$ cat src/rtl/seg7_pkg.sv
// Shared types and constants for the 7-segment scan controller.
// Leading-zero blanking in seg7_scan_ctrl is enabled by SEG7_LZ_BLANK_EN.
package seg7_pkg;

  typedef enum logic {GUARD, ON} scan_state_t;

  localparam logic [3:0] BCD_BLANK = 4'hF;

endpackage

$ cat src/rtl/seg7_scan_ctrl.sv
// Multiplexed scan controller for a multi-digit 7-segment display.
// Define SEG7_LZ_BLANK_EN to blank leading zeros on digits above 0.
module seg7_scan_ctrl
  import seg7_pkg::*;
#(
  parameter int NUM_DIGITS   = 4,
  parameter int DWELL_CYCLES = 50000,
  parameter int GUARD_CYCLES = 500
) (
  input  logic                    clk,
  input  logic                    rst,
  input  logic                    en,
  input  logic                    wr_valid,
  input  logic [4*NUM_DIGITS-1:0] wr_data,
  output logic                    wr_ready,
  output logic [3:0]              bcd_out,
  output logic [NUM_DIGITS-1:0]   an,
  output logic                    frame_done
);

  localparam int MAXC = (DWELL_CYCLES > GUARD_CYCLES) ?
                        DWELL_CYCLES : GUARD_CYCLES;
  localparam int CW = $clog2(MAXC + 1);
  localparam int IW = $clog2(NUM_DIGITS);

  localparam logic [CW-1:0] G_LAST = CW'(GUARD_CYCLES - 1);
  localparam logic [CW-1:0] D_LAST = CW'(DWELL_CYCLES - 1);
  localparam logic [IW-1:0] I_LAST = IW'(NUM_DIGITS - 1);

  scan_state_t state, state_n;
  logic [CW-1:0] cnt, cnt_n;
  logic [IW-1:0] idx, idx_n;

  logic [4*NUM_DIGITS-1:0] active, active_n, shadow;
  logic pending, xfer, commit;

  logic [NUM_DIGITS-1:0] an_n;
  logic [3:0] bcd_n;
  logic fd_n;

  assign wr_ready = !pending;
  assign xfer     = wr_valid && !pending;
  // frame_done is high exactly in the last ON cycle of the frame
  assign commit   = frame_done && pending;

  always_comb begin
    state_n = state;
    cnt_n   = cnt + 1'b1;
    idx_n   = idx;
    if (!en) begin
      state_n = GUARD;
      cnt_n   = '0;
      idx_n   = '0;
    end else begin
      unique case (state)
        GUARD: begin
          if (cnt == G_LAST) begin
            state_n = ON;
            cnt_n   = '0;
          end
        end
        ON: begin
          if (cnt == D_LAST) begin
            state_n = GUARD;
            cnt_n   = '0;
            idx_n   = (idx == I_LAST) ? '0 : idx + 1'b1;
          end
        end
        default: ;
      endcase
    end
  end

  // Outputs are registered from the next-state values so they
  // line up with the state they describe.
  always_comb begin
    active_n = commit ? shadow : active;
    an_n     = '1;
    if (en && state_n == ON) an_n[idx_n] = 1'b0;
    fd_n  = en && state_n == ON && cnt_n == D_LAST &&
            idx_n == I_LAST;
    bcd_n = active_n[{idx_n, 2'b00} +: 4];
`ifdef SEG7_LZ_BLANK_EN
    begin
      logic lz;
      lz = (idx_n != '0);
      for (int i = 0; i < NUM_DIGITS; i++) begin
        if (i >= int'(idx_n) && active_n[4*i +: 4] != 4'h0)
          lz = 1'b0;
      end
      if (lz) bcd_n = BCD_BLANK;
    end
`endif
  end

  always_ff @(posedge clk) begin
    if (rst) begin
      state      <= GUARD;
      cnt        <= '0;
      idx        <= '0;
      active     <= '0;
      shadow     <= '0;
      pending    <= 1'b0;
      an         <= '1;
      bcd_out    <= BCD_BLANK;
      frame_done <= 1'b0;
    end else begin
      state      <= state_n;
      cnt        <= cnt_n;
      idx        <= idx_n;
      active     <= active_n;
      an         <= an_n;
      bcd_out    <= bcd_n;
      frame_done <= fd_n;
      if (commit) begin
        pending <= 1'b0;
      end else if (xfer) begin
        shadow  <= wr_data;
        pending <= 1'b1;
      end
    end
  end

endmodule

$ cat config.mk
export PLATFORM = sky130hd
export DESIGN_NAME = seg7_scan_ctrl
export DESIGN_NICKNAME = d
export VERILOG_FILES = /design/src/rtl/seg7_pkg.sv /design/src/rtl/seg7_scan_ctrl.sv
export SDC_FILE = /design/constraint.sdc
export NUM_CORES = 1
export LEC_CHECK = 0
export ABC_AREA = 1
export CAP_MARGIN = 25
export CORE_ASPECT_RATIO = 0.9
export CORE_MARGIN = 5
export CORE_UTILIZATION = 35
export CTS_BUF_LIST = sky130_fd_sc_hd__clkbuf_8
export DETAILED_ROUTE_END_ITERATION = 8
export DONT_BUFFER_PORTS = 1
export PLACE_DENSITY = 0.51
export SKIP_CTS_REPAIR_TIMING = 1
export SYNTH_ARGS = -nofsm -noshare
export SYNTH_HDL_FRONTEND = slang
export SYNTH_SLANG_ARGS = --single-unit
$ cat constraint.sdc
create_clock -name clk -period 1.8 [get_ports clk]
set_input_delay 0.36 -clock clk [delete_from_list [all_inputs] [get_ports clk]]
set_output_delay 0.36 -clock clk [all_outputs]
set_load 0.01 [all_outputs]
==> results.cfg, run 1 <==
[global_route]
grt_pass1_vias = 2181
grt_max_degree = 22
grt_usage = 0.137
antenna_found_initial = 0
grt.overflow.total = 0
grt_pass1_wl_um = 10800

[timing]
setup_viol = 0
rsz0062_at_grt = true
clock_skew_ns = 0.0147
finalSetupTns_ns = 0
layout_min_cycle_time_ns = 1.67
slew_violations = 0
tightest_slew_ns = 0.485
max_slew_margin = 0.676
fin_ws_ns = 0.127
timing.final.crit_share = 0.929
final-hold-violation-count = 0
max_freq_ghz = 0.598

[critical_path]
endpoint_kind = flip-flop
rr_worst_depth = 9
startpoint_type = flip-flop
crit_type = flip-flop to flip-flop
crit_fanout = 6
slowest_delay_ns = 0.38
reg2reg_setup_slack_ns = 0.13
cp_num_buf_inv = 1
cp_slowest_cell = dfxtp_1
worstPathCellList = nor2_1 -> nand2_2 -> nor2_4 -> nand3_4 -> nand2_1 -> o211ai_4 -> buf_4 -> nand2_1 -> nand3_1
reg2reg_to = bcd_out[2]$_SDFF_PP1_
critPathTopFamily = simple AND/OR/NAND/NOR gates
crit_path_frequent_cell = nand2_1
required_ns = 2.00
cp.arrival_ns = 1.88
startpoint = cnt[4]$_SDFF_PP0_
r2r-start = cnt[4]$_SDFF_PP0_

[logic_synthesis]
synth_area_per_cell_um2 = 7.32
ys_types = 30
syn_area_mm2 = 0.00277
syn_nets = 401
synth_edf_count = 0
ys.warnings.count = 0
synthCells = 379
ys_seq_elements = 61
yosys_most_used_dff = dfxtp_1
ys_seq_area_frac = 0.440
synthArstFlopShare = 0

[min_path]
hold_path_depth = 1
hold_end = active[12]$_SDFF_PP0_
hp-class = input pin to flip-flop
worstHoldStart = rst

[power]
clock_power_share = 0.452
comb_power_share = 0.032
p_leak_nw = 1.39
power.switching_uw = 667
seqPwrFrac = 0.517
power_mw = 2.73
power_density_mw_per_mm2 = 844
ir_drop_uv = 368
p_int_mw = 2.06
switching_share = 0.244

[job]
maxCapViolCount = 0

[routing]
vias = 2373
firstDrtPassIters = 4
wl_per_cell_um = 13.1
routed_via_density = 4.79
drtIter0Drc = 176
wirelength_um = 6500
drcViolationCount = 0
ant_nets = 0

[cts]
htreeDepth = 3
clockBufferDepth = 2
cts_tree = yes
path_clk_slew_ns = 0.07
cts_sinks = 61
clock-root-buffer = clkbuf_8
clk_latency_ns = 0.35
cts_buffers = 9

[final_layout]
syn_to_final_growth_pct = 16.7
fillers = 805
stdcell_area_mm2 = 0.00323
drive_gt1_frac = 0.195
seq_area_mm2 = 0.00123
final_cell_mix = 89 x nor2_1, 58 x nand2_1, 55 x dfxtp_1, 35 x inv_1, 25 x o21ai_0
final_common_cell = nor2_1
multi_input_area_mm2 = 0.00142
nets = 416
antennaDiodeCount = 0
finalCoreUtilization = 0.424

[die]
chipWidth_um = 104
initial_core_util = 0.364
die_area_mm2 = 0.00980
die_h_um = 94.4
fp.coreArea_mm2 = 0.00762
ios = 30
rows = 30

[status]
status = finished clean

[placement]
io_buffer_count = 0
placed_area_mm2 = 0.00292
gpl.final_weighted_congestion = 0.864
place_ws_ns = -0.237
hpwl_um = 4490
layer usage:
metal,wire length (µm),global-route usage
met5,0,0
met4,95,0.0485
met3,408,0.0478
met1,3310,0.190
met2,2680,0.195
layout make-up:
type,count,area share
clock inverter,7,0.0232
tap,96,0.0371
clock buffer,9,0.0383
multi-input combinational,269,0.438
timing repair buffer,15,0.0387
inverter,38,0.0453
sequential,61,0.380
flip-flops by register name, summed over array words and instances, names as in the netlist:
register and flops:
active 16, an 4, bcd_out 4, cnt 16, frame_done 1, idx 2, pending 1, shadow 16
state 1
cells in the mapped netlist, types with 2 or more instances:
master    count  area share
inv_1        36       0.049
ha_1          2      0.0090
o21ai_0      25       0.045
dfxtp_1      61        0.44
nand2_2       5       0.011
xor2_1        6       0.019
nand4_1      16       0.036
nor2_4        2      0.0081
nor2_2        2      0.0045
nand2_1      59       0.080
xnor2_1       2      0.0063
nand3_1      18       0.032
clkbuf_1      9       0.012
o21a_1        8       0.022
nor2_1       93        0.13
nor3_1        3      0.0054
nand3_4       3       0.019
or2_2        17       0.038
cell families (layout without fill, tap and decap cells):
group                      after synthesis  after routing  synth area share
buffers and inverters                   50             69            0.0713
and+or+nand+nor                        221            222             0.372
DFF                                     61             61             0.440
AOI/OAI and AO/OA                       37             37            0.0817
xor gates and xnor gates                 8              8            0.0253
adders and majority gates                2              2           0.00902
worst max-delay path by stage:
| stage | slack [ns] | end | cells past startpoint |
|---|---|---|---|
| floorplan | 0.10 | bcd_out[1]$_SDFF_PP1_ | 11 |
| global placement | -0.19 | shadow[0]$_SDFFE_PP0P_ | 5 |
| detailed placement | -0.24 | shadow[14]$_SDFFE_PP0P_ | 5 |
| CTS | -0.17 | shadow[14]$_SDFFE_PP0P_ | 4 |
| global route | -0.004 | frame_done$_SDFF_PP0_ | 9 |
| finish | 0.13 | bcd_out[2]$_SDFF_PP1_ | 9 |
power by group through the flow:
stage	clock network, mW	logic (mW)	registers [mW]
2_1_floorplan	0	0.0682	1.43
3_3_place_gp	0	0.0834	1.44
3_5_place_dp	0	0.0846	1.44
4_1_cts	1.27	0.0849	1.41
5_1_grt	1.34	0.101	1.41
6_report	1.23	0.0863	1.41
stage by stage:
stage          hold slack [ns]  instances
2_1_floorplan            0.452        379
3_3_place_gp             0.435        472
3_5_place_dp             0.438        472
4_1_cts                 0.0635        488
5_1_grt                 0.0555        495
6_report                0.0801        495
No activity file was read; power rests on OpenSTA's default activity.
==> inputs of run 2 (changes only) <==
--- a/config.mk
+++ b/config.mk
@@ -6,11 +6,13 @@
 export NUM_CORES = 1
 export LEC_CHECK = 0
 export ABC_AREA = 1
+export ABC_CLOCK_PERIOD_IN_PS = 1800
 export CAP_MARGIN = 25
 export CORE_ASPECT_RATIO = 0.9
 export CORE_MARGIN = 5
 export CORE_UTILIZATION = 35
 export CTS_BUF_LIST = sky130_fd_sc_hd__clkbuf_8
+export CTS_CLUSTER_DIAMETER = 30
 export DETAILED_ROUTE_END_ITERATION = 8
 export DONT_BUFFER_PORTS = 1
 export PLACE_DENSITY = 0.51
==> results of run 2 <==
The final DEF is identical to that of run 1; final timing and power are the same.
==> inputs of run 3 (changes only) <==
--- a/config.mk
+++ b/config.mk
@@ -10,12 +10,12 @@
 export CAP_MARGIN = 25
 export CORE_ASPECT_RATIO = 0.9
 export CORE_MARGIN = 5
-export CORE_UTILIZATION = 35
+export CORE_UTILIZATION = 45
 export CTS_BUF_LIST = sky130_fd_sc_hd__clkbuf_8
 export CTS_CLUSTER_DIAMETER = 30
 export DETAILED_ROUTE_END_ITERATION = 8
 export DONT_BUFFER_PORTS = 1
-export PLACE_DENSITY = 0.51
+export PLACE_DENSITY = 0.62
 export SKIP_CTS_REPAIR_TIMING = 1
 export SYNTH_ARGS = -nofsm -noshare
 export SYNTH_HDL_FRONTEND = slang
==> run 3 against run 2 <==
Net effect: maximum frequency decreased by 0.59%; register-to-register slack about the same; count of clock-buffer cells in the layout increased by 1; clock power increased by 9.8%; power increased by 4.2%; worst hold slack improved by 0.014 ns; largest power group unchanged; cell count decreased by 5.3%; largest cell class unchanged; critical path depth unchanged; sequential share of layout area increased by 0.31 points; via count decreased by 1.2%.
==> results.cfg, run 3 (synthesis results as in run 1) <==
[status]
status = finished clean

[routing]
wirelength_um = 6140
drcViolationCount = 0
drtIter0Drc = 159
wl_per_cell_um = 13.1
ant_nets = 0
vias = 2345
routed_via_density = 5.00
firstDrtPassIters = 4

[global_route]
grt.overflow.total = 0
grt_pass1_wl_um = 10400
grt_pass1_vias = 2193
grt_max_degree = 22
antenna_found_initial = 0
grt_usage = 0.170

[final_layout]
antennaDiodeCount = 0
top_regs = active: 16 flops, cnt: 16 flops, shadow: 16 flops
drive_gt1_frac = 0.179
syn_to_final_growth_pct = 15.5
final_common_cell = nor2_1
final_cell_mix = 91 x nor2_1, 58 x nand2_1, 57 x dfxtp_1, 36 x inv_1, 25 x o21ai_0
nets = 414

[timing]
timing.final.crit_share = 0.935
max_slew_margin = 0.668
final-hold-violation-count = 0
clock_skew_ns = 0.00657
slew_violations = 0
tightest_slew_ns = 0.497
max_freq_ghz = 0.594
rsz0062_at_grt = false
finalSetupTns_ns = 0
setup_viol = 0
layout_min_cycle_time_ns = 1.68

[placement]
hpwl_um = 4350
io_buffer_count = 0
gpl.final_weighted_congestion = 0.831

[critical_path]
crit_type = flip-flop to flip-flop
cp.arrival_ns = 1.91
startpoint_type = flip-flop
crit_fanout = 6
required_ns = 2.03
endpoint_kind = flip-flop

[cts]
clock-root-buffer = clkbuf_8
cts_buffers = 9
htreeDepth = 3
path_clk_slew_ns = 0.07
clockBufferDepth = 2
clk_latency_ns = 0.33
cts_tree = yes
cts_sinks = 61

[min_path]
hp-class = input pin to flip-flop

[power]
comb_power_share = 0.031
p_leak_nw = 1.40
switching_share = 0.214
ir_drop_uv = 540
power.switching_uw = 608
p_int_mw = 2.23
power_mw = 2.84
power_density_mw_per_mm2 = 888
clock_power_share = 0.474
seqPwrFrac = 0.495

[die]
chipWidth_um = 92.7
die_area_mm2 = 0.00783
ios = 30
rows = 27
initial_core_util = 0.459
fp.coreArea_mm2 = 0.00605
die_h_um = 84.5

[job]
maxCapViolCount = 0
-- run 3: cell count changes in the layout (fill, tap and decap cells not counted), moves of 2 or more --
cell | previous run | this run
buf_4 | 14 | 12
clkinvlp_4 | 4 | 1
dfxtp_1 | 55 | 57
dfxtp_2 | 6 | 4
nor2_1 | 89 | 91
nor2_4 | 4 | 2
-- run 3: power groups by stage --
stage	sequential (mW)	clock, mW	combinational [mW]
final	1.41	1.35	0.0883
after global routing	1.41	1.45	0.107
after floorplan	1.43	0	0.0682
after global placement	1.44	0	0.0868
after CTS	1.41	1.39	0.0887
after detailed placement	1.44	0	0.0883
-- run 3: final timing paths --
| kind | from | end | slack, ns | cells after the start |
|---|---|---|---|---|
| setup / recovery | cnt[10]$_SDFF_PP0_ | frame_done$_SDFF_PP0_ | 0.12 | 9 |
| hold reg to reg | shadow[10]$_SDFFE_PP0P_ | shadow[10]$_SDFFE_PP0P_ | 0.51 | 2 |
| setup reg to reg | cnt[10]$_SDFF_PP0_ | frame_done$_SDFF_PP0_ | 0.12 | 9 |
| hold / removal | rst | idx[1]$_SDFF_PP0_ | 0.09 | 1 |
-- run 3: critical path, cell delays in order (launching register included) --
cell      delay (ns)
dfxtp_1         0.36
nor2_1          0.12
nand2_1         0.11
nor2_2          0.24
nand3_4         0.17
o211ai_4        0.29
buf_4           0.17
nor2_4          0.03
nand2_2         0.06
nor2_2          0.04
-- run 3: per-layer routing --
layer,GRT usage,share of wire,vias to the layer above
met2,0.241,0.44,56
met3,0.0538,0.052,5
li1,-,-,1231
met5,0,0,-
met4,0.0719,0.0086,0
met1,0.236,0.50,1053
-- run 3: area by class of cell --
class / count / area (µm²)
clock buffer: 10 / 138
fill: 605 / 2850
tap: 72 / 90.1
sequential: 61 / 1230
timing repair buffer: 13 / 110
clock inverter: 6 / 86.3
inverter: 38 / 143
multi-input combinational: 269 / 1410
-- run 3: stage by stage --
| step | setup slack (ns) | hold WS [ns] | cells | instance area, µm² | utilization |
|---|---|---|---|---|---|
| final | 0.117 | 0.0940 | 469 | 3200 | 0.529 |
| after global routing | 0.00112 | 0.0620 | 469 | 3200 | 0.529 |
| after CTS | 0.0923 | 0.0625 | 464 | 3110 | 0.515 |
| after detailed placement | 0.104 | 0.439 | 448 | 2890 | 0.478 |
| after global placement | 0.144 | 0.435 | 448 | 2890 | 0.478 |
| after floorplan | 0.104 | 0.452 | 379 | 2770 | - |
